$ cat src/rtl/apu_pkg.sv
// Shared APU constants: frame-sequencer step encoding and strobe bundle.
package apu_pkg;

  localparam int unsigned FS_DIV_DEFAULT = 8192;

  typedef enum logic [2:0] {
    FS_STEP_LEN0       = 3'd0,
    FS_STEP_IDLE0      = 3'd1,
    FS_STEP_LEN_SWEEP0 = 3'd2,
    FS_STEP_IDLE1      = 3'd3,
    FS_STEP_LEN1       = 3'd4,
    FS_STEP_IDLE2      = 3'd5,
    FS_STEP_LEN_SWEEP1 = 3'd6,
    FS_STEP_ENV        = 3'd7
  } fs_step_e;

  typedef struct packed {
    logic length;
    logic sweep;
    logic env;
  } fs_strobe_t;

  function automatic fs_step_e fs_next_step(input fs_step_e s);
    return fs_step_e'(s + 3'd1);
  endfunction

endpackage

$ cat src/rtl/apu_prescaler.sv
// Divide-by-DIV counter with synchronous clear; tc_o flags the last count.
module apu_prescaler #(
  parameter int unsigned DIV   = 8192,
  parameter int unsigned CNT_W = $clog2(DIV)
) (
  input  logic clk_i,
  input  logic rst_n_i,
  input  logic clr_i,
  output logic tc_o
);

  localparam logic [CNT_W-1:0] TC_VAL = CNT_W'(DIV - 1);

  logic [CNT_W-1:0] cnt_q, cnt_d;

  assign tc_o = (cnt_q == TC_VAL);

  always_comb begin
    cnt_d = cnt_q + CNT_W'(1);
    if (clr_i || tc_o) cnt_d = '0;
  end

  always_ff @(posedge clk_i or negedge rst_n_i) begin
    if (!rst_n_i) cnt_q <= '0;
    else          cnt_q <= cnt_d;
  end

endmodule

$ cat src/rtl/frame_sequencer.sv
// 512 Hz frame sequencer: walks the 8-step schedule and issues registered
// one-cycle strobes to the length, sweep and envelope units.
module frame_sequencer
  import apu_pkg::*;
#(
  parameter int unsigned DIV   = FS_DIV_DEFAULT,
  parameter int unsigned CNT_W = $clog2(DIV)
) (
  input  logic       clk,
  input  logic       resetN,
  input  logic       apuEnable,
  output logic       lengthClk,
  output logic       sweepClk,
  output logic       envClk,
  output logic       stepTick,
  output logic [2:0] step,
  output logic       lengthHalf
);

  logic       tc;
  fs_step_e   step_q;
  fs_strobe_t strb_q, strb_d;
  logic       tick_q;

  apu_prescaler #(
    .DIV   (DIV),
    .CNT_W (CNT_W)
  ) u_prescaler (
    .clk_i   (clk),
    .rst_n_i (resetN),
    .clr_i   (!apuEnable),
    .tc_o    (tc)
  );

  always_comb begin
    strb_d = '0;
    unique case (step_q)
      FS_STEP_LEN0, FS_STEP_LEN1:             strb_d.length = 1'b1;
      FS_STEP_LEN_SWEEP0, FS_STEP_LEN_SWEEP1: begin
        strb_d.length = 1'b1;
        strb_d.sweep  = 1'b1;
      end
      FS_STEP_ENV:                            strb_d.env = 1'b1;
      default:                                strb_d = '0;
    endcase
  end

  // Disable takes priority over a coincident terminal count, so that step is lost.
  always_ff @(posedge clk or negedge resetN) begin
    if (!resetN) begin
      step_q <= FS_STEP_LEN0;
      strb_q <= '0;
      tick_q <= 1'b0;
    end else if (!apuEnable) begin
      step_q <= FS_STEP_LEN0;
      strb_q <= '0;
      tick_q <= 1'b0;
    end else if (tc) begin
      step_q <= fs_next_step(step_q);
      strb_q <= strb_d;
      tick_q <= 1'b1;
    end else begin
      strb_q <= '0;
      tick_q <= 1'b0;
    end
  end

  assign lengthClk  = strb_q.length;
  assign sweepClk   = strb_q.sweep;
  assign envClk     = strb_q.env;
  assign stepTick   = tick_q;
  assign step       = step_q;
  assign lengthHalf = step_q[0];

endmodule

$ cat config.mk
export PLATFORM = sky130hd
export DESIGN_NAME = frame_sequencer
export DESIGN_NICKNAME = d
export VERILOG_FILES = /design/src/rtl/apu_pkg.sv /design/src/rtl/apu_prescaler.sv /design/src/rtl/frame_sequencer.sv
export SDC_FILE = /design/constraint.sdc
export NUM_CORES = 1
export LEC_CHECK = 0
export CORE_UTILIZATION = 57
export CTS_CLUSTER_DIAMETER = 50
export DETAILED_ROUTE_END_ITERATION = 8
export PLACE_DENSITY = 0.81
export SETUP_SLACK_MARGIN = 0.2
export SLEW_MARGIN = 30
export SYNTH_ARGS = -nofsm -noshare
export SYNTH_HDL_FRONTEND = slang
export SYNTH_SLANG_ARGS = --single-unit
$ cat constraint.sdc
create_clock -name clk -period 3 [get_ports clk]
set_clock_uncertainty 0.05 [all_clocks]
set_input_delay 0.3 -clock clk [delete_from_list [all_inputs] [get_ports clk]]
set_output_delay 0.3 -clock clk [all_outputs]
set_load 0.05 [all_outputs]
==> results.py, run 1 <==
metrics = {
    "power_and_ir_drop": {
        "total_power_uw": 446,
        "seqPwrFrac_pct": 61.9,
        "switching_power_uw": 93.0,
        "clkPwrFrac_pct": 34.1,
        "irDropWorstVdd_mv": 0.279,
        "combPwrFrac_pct": 4.0,
        "p_leak_uw": 0.000527,
        "p_per_area_nw_per_um2": 398,
        "p_sw_share_pct": 20.8,
        "p_int_uw": 353,
    },
    "floorplanning": {
        "coreArea_sq_um": 1560,
        "top_level_ports": 11,
        "rows": 14,
        "dieHeight_um": 43.5,
        "die_w_um": 43.5,
        "initial_core_util_pct": 63.0,
        "fp.dieArea_sq_um": 1890,
    },
    "critical_path": {
        "path_delay_family": "buffers and inverters",
        "cpPeakStageDelay_ns": 0.83,
        "path_max_fanout": 5,
        "critPathSlowestCell": "clkdlybuf4s50_1",
        "rrSetupSlack_ns": 1.26,
        "crit_required_ns": 2.65,
        "critPathCaptureType": "output pin",
        "reg2reg_from": "u_prescaler.cnt_q[0]",
        "worstSetupPathType": "register to output pin",
        "r2r-end": "u_prescaler.cnt_q[9]",
        "reg2reg_depth": 5,
        "cp.buffers_inverters": 1,
        "crit_chain": "clkdlybuf4s50_1",
        "start_kind": "register",
        "worst_ep_arrival_time_ns": 1.54,
    },
    "clocking": {
        "holdBufCountCts": 0,
        "cts_tree": "done",
        "post-cts-setup-buffer-count": 0,
        "clock-sinks": 20,
        "cts_resized": 0,
        "clk_pin_slew_worst_paths_ns": 0.11,
        "cts_root_buf": "clkbuf_4",
        "numCtsBuffers": 3,
        "clk_latency_ns": 0.29,
        "h-tree-depth": 1,
        "cts_buffer_depth": 2,
    },
    "synth": {
        "syn-cell-area_sq_um": 982,
        "syn_area_per_cell_sq_um": 11.4,
        "synth.most_common_cell": "dfrtp_1",
        "synthFlopType": "dfrtp_1",
        "yosysWarnings": 0,
        "synth_nets": 94,
        "ys_types": 23,
        "synth_enable_flop_cells": 0,
        "ys_top_cells_by_area": "dfrtp_1 (51%), ha_1 (6.4%), xnor2_1 (5.4%)",
        "synth_commonest_cells": "dfrtp_1 (20), nor2_1 (9), and2_1 (6), xnor2_1 (6)",
        "synth_largest_area_cell": "dfrtp_1",
        "synthDominantCellAreaShare_pct": 51.0,
        "synth_seq_cells": 20,
        "ys_seq_area_share_pct": 51.0,
        "synth_cells": 86,
        "async_reset_ff_share_pct": 100,
    },
    "global_route": {
        "track_usage_pct": 19.0,
        "grt_start_max_net_pins": 21,
        "met1_usage_pct": 26.5,
        "grt_pass1_wl_mm": 2.53,
        "first_global_vias": 567,
        "antenna_found_initial": 0,
        "grt-busiest-layer": "met2",
        "gr-total-overflow": 0,
        "gr-usage-met2_pct": 26.7,
        "use_met3_pct": 5.00,
    },
    "routing": {
        "wire_per_inst_um": 12.9,
        "num_vias": 605,
        "finalWirelength_mm": 1.47,
        "first_iter_violations": 17,
        "route.detailed.drc": 2,
        "postRouteAntennaNets": 0,
        "vias_per_cell": 5.31,
        "dr.pass1.iters": 6,
    },
    "sta": {
        "fin_crit_sh_pct": 63.1,
        "worst_pin_slew_ns": 0.504,
        "finalMaxSlewViolations": 0,
        "max-slew-margin-rel_pct": 66.3,
        "period_needed_ns": 1.89,
        "report.final.hold_viol_count": 0,
        "setup_viol": 0,
        "setup_tns_ns": 0,
        "rsz0062_at_grt": "no",
        "fmax_ghz": 0.528,
    },
    "worst_hold_path": {
        "hold_class": "primary input to asynchronous set/reset pin",
    },
    "layout": {
        "final_net_count": 107,
        "diodes": 0,
        "fill_cells": 118,
        "syn_to_final_growth_pct": 14.1,
        "drive_gt1_share_pct": 9.18,
    },
    "placed_design": {
        "hpwl_mm": 1.08,
        "place.gp.congestion": 0.759,
        "port-buffer-count": 10,
    },
    "status": {
        "outcome": "complete, but fails checks",
        "failed_checks": "design-rule violations",
    },
    "run": {
        "drv_cap": 0,
    },
}
-- metrics by stage --
stage	setup slack, ns	cell area [sq um]	std cells	hold slack [ns]	utilization (%)
after global routing	1.05	1120	114	0.446	71.9
after detailed placement	1.26	1080	109	0.403	69.3
after CTS	1.08	1120	113	0.426	71.6
final	1.11	1120	114	0.430	71.9
after global placement	1.33	1080	109	0.393	69.3
after floorplan	1.45	982	86	-0.0456	-
-- state kept, by name (all words and copies together) (netlist names) --
register	cells
u_prescaler.cnt_q	13
step	3
envClk	1
lengthClk	1
stepTick	1
sweepClk	1
-- worst register-to-register path, cell delays in order, from the launching register on --
cell,delay [ns]
dfrtp_1,0.39
ha_1,0.28
nand4_4,0.16
nor4_4,0.34
nand2b_1,0.32
nor2_1,0.09
-- power groups by stage --
stage / Combinational [uW] / Sequential (uW) / Clock, uW
after floorplan: 8.46 / 281 / 0
after global placement: 17.6 / 281 / 0
after detailed placement: 17.9 / 281 / 0
after CTS: 18.3 / 276 / 158
after global routing: 21.1 / 277 / 167
final: 17.9 / 276 / 152
-- final cells by class --
| type | count | area, sq um | area share, % |
|---|---|---|---|
| Clock buffer | 4 | 36.3 | 3.24 |
| Sequential cell | 20 | 500 | 44.6 |
| Inverter | 4 | 15.0 | 1.34 |
| Tap cell | 16 | 20.0 | 1.79 |
| Timing Repair Buffer | 11 | 105 | 9.37 |
| Multi-Input combinational cell | 59 | 444 | 39.6 |
-- layout by cell type, fill, tap and decap left out --
cell type	n
o21ai_0	2
clkdlybuf4s50_1	9
nand2b_1	1
clkbuf_8	1
dfrtp_1	20
nor3_1	3
dlygate4sd3_1	1
nand2_1	5
o21a_1	1
nor4_1	1
inv_1	4
nor2b_1	1
nor4_4	2
xnor2_1	6
and2_1	6
nand3_4	1
nor2_1	9
clkbuf_4	3
nand3_1	4
buf_2	1
and3_1	1
or3_1	2
nand4_4	1
xor2_1	4
a21boi_0	2
ha_1	5
a22o_1	2
-- per-layer routing --
metal	up-vias	share of wire [%]	wire length, um
met2	7	45	662
met1	287	52	761
met4	0	0.88	13
met5	-	0	0
met3	2	2.4	35
li1	309	-	-
-- cell families after synthesis --
kind of cell	Yosys count	share of synthesized area [%]
compound gates	7	5.10
xor+xnor	10	8.92
fa+ha+maj	5	6.37
buf+inv	7	3.82
simple gates	37	24.8
flops	20	51.0
-- worst max path at each step --
stage	startpoint	endpoint	slack, ns	cells past startpoint
2_1_floorplan	u_prescaler.cnt_q[0]	step[1]	1.45	5
3_3_place_gp	u_prescaler.cnt_q[0]	u_prescaler.cnt_q[11]	1.33	5
3_5_place_dp	u_prescaler.cnt_q[0]	u_prescaler.cnt_q[9]	1.26	5
4_1_cts	step[1]	step[1]	1.08	1
5_1_grt	step[1]	step[1]	1.05	1
6_report	step[1]	step[1]	1.11	1
Power figures use the tool's default switching activity.
==> run 2: changes to the inputs <==
CORE_UTILIZATION = 53   (was 57)
PLACE_DENSITY = 0.76   (was 0.81)
clock period = 1.8 ns   (was 3 ns; I/O delays follow)
==> run 2 against run 1 <==
Effect of this change: clock power is 140% higher; the run now ends clean; global-route usage is 0.31 points higher; critical path depth is 4 higher; non-clock buffer count is 5 higher; routed wire length is 17% higher; die area is 7.2% higher; critical path type is now register to register; combinational power grew to 2.5 times the previous value; hold slack worse by 0.29 ns; power is 96% higher; final area is 7.8% higher; sequential cell count stayed put.
==> results.py, run 2 (synthesis gave the netlist of run 1 again) <==
metrics = {
    "sta": {
        "setup_viol": 0,
        "max-slew-margin-rel_pct": 67.3,
        "worst_pin_slew_ns": 0.493,
        "finalMaxSlewViolations": 0,
        "period_needed_ns": 1.63,
        "rsz0062_at_grt": "yes",
        "fmax_ghz": 0.614,
        "fin_crit_sh_pct": 90.5,
        "report.final.hold_viol_count": 0,
        "setup_tns_ns": 0,
    },
    "floorplanning": {
        "initial_core_util_pct": 56.9,
        "die_w_um": 45.1,
        "fp.dieArea_sq_um": 2030,
        "rows": 15,
        "coreArea_sq_um": 1730,
        "top_level_ports": 11,
        "dieHeight_um": 45.1,
    },
    "critical_path": {
        "crit_required_ns": 2.01,
        "critPathCaptureType": "register",
        "worst_ep_arrival_time_ns": 1.84,
        "start_kind": "register",
        "path_max_fanout": 6,
        "worstSetupPathType": "register to register",
    },
    "routing": {
        "postRouteAntennaNets": 0,
        "route.detailed.drc": 0,
        "dr.pass1.iters": 3,
        "num_vias": 660,
        "vias_per_cell": 5.16,
        "finalWirelength_mm": 1.72,
        "wire_per_inst_um": 13.5,
        "first_iter_violations": 5,
    },
    "layout": {
        "largest_reg_flops": 13,
        "final_common_cell": "dfrtp_1",
        "syn_to_final_growth_pct": 23.1,
        "diodes": 0,
        "top_register": "u_prescaler.cnt_q",
        "fin_area_sq_um": 1210,
        "drive_gt1_share_pct": 18.4,
        "final_net_count": 112,
        "final_cell_mix": "dfrtp_1 (20), nor2_1 (9), dlygate4sd2_1 (8)",
    },
    "clocking": {
        "cts_tree": "done",
        "cts_root_buf": "clkbuf_4",
        "holdBufCountCts": 0,
        "numCtsBuffers": 3,
        "cts_buffer_depth": 2,
        "clock-sinks": 20,
        "clk_pin_slew_worst_paths_ns": 0.11,
        "clk_latency_ns": 0.31,
        "h-tree-depth": 1,
    },
    "global_route": {
        "antenna_found_initial": 0,
        "gr-total-overflow": 0,
        "track_usage_pct": 19.3,
        "grt_start_max_net_pins": 21,
        "grt_pass1_wl_mm": 2.76,
        "first_global_vias": 620,
    },
    "power_and_ir_drop": {
        "total_power_uw": 874,
        "p_leak_uw": 0.000598,
        "irDropWorstVdd_mv": 0.799,
        "p_per_area_nw_per_um2": 723,
    },
    "run": {
        "drv_cap": 0,
    },
    "placed_design": {
        "place.gp.congestion": 0.775,
        "place_area_sq_um": 1100,
        "port-buffer-count": 10,
        "hpwl_mm": 1.15,
    },
    "status": {
        "outcome": "complete, no violations",
    },
    "worst_hold_path": {
        "hold_class": "primary input to asynchronous set/reset pin",
    },
}
## run 2: routing by layer
| layer | up-vias | global-route usage [%] | wire, um |
|---|---|---|---|
| met3 | 8 | 2.40 | 56 |
| met5 | - | 0 | 0 |
| li1 | 319 | - | - |
| met4 | 0 | 5.45 | 44 |
| met2 | 14 | 32.2 | 824 |
| met1 | 319 | 26.6 | 799 |
## run 2: per-stage QoR
step / hold slack (ns) / utilization [%] / setup slack, ns / instances
6_report: 0.144 / 70.0 / 0.172 / 128
5_1_grt: 0.167 / 70.0 / 0.105 / 128
4_1_cts: 0.158 / 67.0 / 0.207 / 123
3_5_place_dp: 0.422 / 63.6 / 0.0784 / 119
3_3_place_gp: 0.393 / 63.6 / 0.115 / 119
2_1_floorplan: -0.166 / - / 0.255 / 86
## run 2: worst paths after layout
| check | start | endpoint | slack (ns) | cells after the start |
|---|---|---|---|---|
| min reg2reg | step[2] | step[2] | 0.52 | 1 |
| max in group asynchronous | resetN | u_prescaler.cnt_q[9] | 1.35 | 2 |
| min | resetN | sweepClk | 0.14 | 2 |
| max reg2reg | u_prescaler.cnt_q[0] | envClk | 0.17 | 5 |
| max | u_prescaler.cnt_q[0] | envClk | 0.17 | 5 |
| min in group clk | step[2] | step[2] | 0.52 | 1 |
## run 2: final cells by class
cell class	instances	area (sq um)
well taps	25	31.3
multi-input cells	59	474
repair buffers	16	135
inverters	4	15.0
clock buffers	3	22.5
flip-flops and latches	20	500
fillers	133	518
clock inverters	1	30.0
## run 2: where the power goes
group | leakage [uW] | switching, uW | internal (uW)
Clock | 0.0000279 | 140 | 225
Sequential | 0.000277 | 8.57 | 454
Combinational | 0.000293 | 22.8 | 22.7
Total | 0.000598 | 172 | 702
## run 2: worst max-delay path, cell delays in order (launching register included)
cell and delay [ns]:
dfrtp_1 0.44, ha_4 0.19, nand4_4 0.10, nor4_4 0.36
and3_4 0.29, and2_4 0.15
## run 2: timing repair
item,CTS,global route
endpoints found under the setup margin,21,6
resized for setup,13,3
buffers inserted,0,5
pin swaps,1,3
==> edit: new RTL, flow settings as in run 2 <==
`FS_DIV_DEFAULT`: 8192 -> 16384.
--- a/src/rtl/apu_pkg.sv
+++ b/src/rtl/apu_pkg.sv
@@ -3,3 +3,3 @@
 
-  localparam int unsigned FS_DIV_DEFAULT = 8192;
+  localparam int unsigned FS_DIV_DEFAULT = 16384;
 
Formal check against the unedited RTL: same outputs for any inputs over 10 cycles, from zero or initial values and one cycle with resetN low; that may be too few to reach the edited logic, so the function may still have changed.
==> edit against run 2 <==
Utilization increased by 4.2 points; cell count grew 27%; design area grew 20%; global-route usage is 1.7 points higher; critical endpoint is now stepTick; via count is 39% higher; synthesized area up 12%; die area is 12% higher; sequential cell count is 1 higher; worst setup slack better by 13 ps; wire length is 39% higher; clock power is 40% lower; power shrank 11%; largest power group unchanged; sequential power is 6.5% higher; non-clock buffer count is 14 higher.
==> edit: results (changes against run 2) <==
- Status: completed
- Syn_nets: 113 (+20%)
- Layout cells sized above 1: 33.33% (+15 points)
- Max FO, Critical Path: 7 (+1)
- Post-synthesis mux area share: 2.721% (+2.7 points)
- R2R depth: 4 (-1)
- Placed cell area: 0.001245 mm2 (+13%)
- Total Routing Usage GR: 20.99% (+1.7 points)
- 1st-pass router iterations: 4 (+1)
- XOR/XNOR Fraction of Synth Area: 2.381% (-6.5 points)
- Synth Area in Adders: 5.669% (-0.70 points)
- CTS max path bufs: 2 (unchanged)
- Slew at the pin closest to its max-slew limit: 505.9 ps (+12.71 ps)
- Commonest cells post-synth: dfrtp_1, nand2_1, inv_1, a211oi_1, ha_1
- Number of global-route vias before repair: 778 (+25%)
- Sequential share of the synthesized area: 47.62% (-3.3 points)
- Worst skew pair latency: 290 ps (-20 ps)
- PortBufs: 10 (unchanged)
- R2R Path Start: u_prescaler.cnt_q[1]
- Leakage: 0.6249 nW (+4.6%)
- Synth Area in Compound Gates: 11.45% (+6.4 points)
- Dpl cells: 142 (+19%)
- CP arrival: 1780 ps (-60 ps)
- Gpl congestion: 0.8050 (+3.9%)
- Finished Layout Cells: 162 (+27%)
- Reg-to-reg critical path endpoint: stepTick
- Avg Vias per Cell: 5.679 (+10%)
- First-pass GRT wire length: 3353 um (+21%)
- Syn_area_per_cell: 10.51 um2 (-8.0%)
- CP max-delay cell: or4_4
- Largest net degree at the start of global routing: 22 (+4.8%)
- Wire per inst: 14.77 um (+9.7%)
- Nets: 144 (+29%)
- Synth area leaders: dfrtp_1, ha_1, a211oi_1, nand2_1, mux2i_1
- Worst hold margin: 156.7 ps (+12.47 ps)
- VDD IR max: 0.5944 mV (-26%)
- Initial drt markers: 29 (+24)
- Crit-path max cell delay: 610 ps (+170 ps)
- Largest register FFs: 14 (+1)
-- edit: cell count changes in the layout (fill, tap and decap cells not counted), sizes merged, moves of 3 or more --
| cell | run 2 | this run |
|---|---|---|
| and2 | 6 | 0 |
| o31ai | 0 | 4 |
| buf | 6 | 20 |
| nand4 | 1 | 4 |
| mux2i | 0 | 3 |
| a211oi | 0 | 6 |
| a21oi | 0 | 3 |
| xnor2 | 6 | 1 |
| or4 | 0 | 6 |
| nor2 | 9 | 2 |
| inv | 4 | 8 |
| nand2 | 5 | 10 |
-- edit: layer usage --
metal | vias up | global-route usage, % | part of all wire, %
met3 | 2 | 3.396 | 2.0
met4 | 0 | 5.556 | 1.0
met5 | - | 0 | 0
li1 | 450 | - | -
met1 | 456 | 29.86 | 46
met2 | 12 | 33.42 | 51
-- edit: worst max path at each step --
stage | start | endpoint | slack, ps | cells after the start
6_report | u_prescaler.cnt_q[1] | stepTick | 180 | 4
3_5_place_dp | u_prescaler.cnt_q[3] | u_prescaler.cnt_q[13] | 110 | 3
4_1_cts | u_prescaler.cnt_q[0] | lengthClk | 190 | 4
3_3_place_gp | u_prescaler.cnt_q[0] | lengthClk | 160 | 4
5_1_grt | u_prescaler.cnt_q[1] | stepTick | 90 | 4
2_1_floorplan | u_prescaler.cnt_q[0] | lengthClk | 210 | 4
-- edit: worst max-delay path, delay by kind of cell (launching register included) --
kind / cells / cell delay, ps
flip-flops: 1 / 440
adder cells (fa/ha/maj): 1 / 180
AND/OR/NAND/NOR: 3 / 870
-- edit: timing repair --
action | 4_1_cts | 5_1_grt
resized for setup | 14 | 11
buffers inserted | 9 | 6
hold buffers | 0 | 0
gates cloned | 0 | 1
pin swaps | 2 | 5
setup endpoints to repair | 18 | 13
-- edit: report_power, final --
part | internal, W | switching, W | total [W]
Combinational | 0.0000288 | 0.0000368 | 0.0000656
Clock | 0.0000826 | 0.000138 | 0.000221
Sequential | 0.000481 | 0.0000126 | 0.000493
Total | 0.000592 | 0.000188 | 0.000780
-- edit: logic make-up after synthesis --
group	after synthesis
XOR/XNOR	3
AND/OR/NAND/NOR	40
buffers and inverters	14
AO/OA/AOI/OAI	19
adder cells (fa/ha/maj)	5
multiplexers	3
flip-flops	21
-- edit: layout make-up --
class	instances	area, um2
multi-input cells	71	584.3
flip-flops and latches	21	533.0
fillers	151	505.5
repair buffers	30	244.0
inverters	9	33.78
well taps	27	33.78
clock buffers	3	22.52
clock inverters	1	5.005
-- edit: stage by stage --
step	worst slack [ps]	utilization, %	total power [W]
after global routing	89.10	74.23	0.0008228
after global placement	155.4	63.46	0.0005471
after floorplan	213.4	-	0.0005241
after detailed placement	107.5	63.46	0.0005478
final	184.3	74.23	0.0007799
after CTS	191.8	68.94	0.0007754
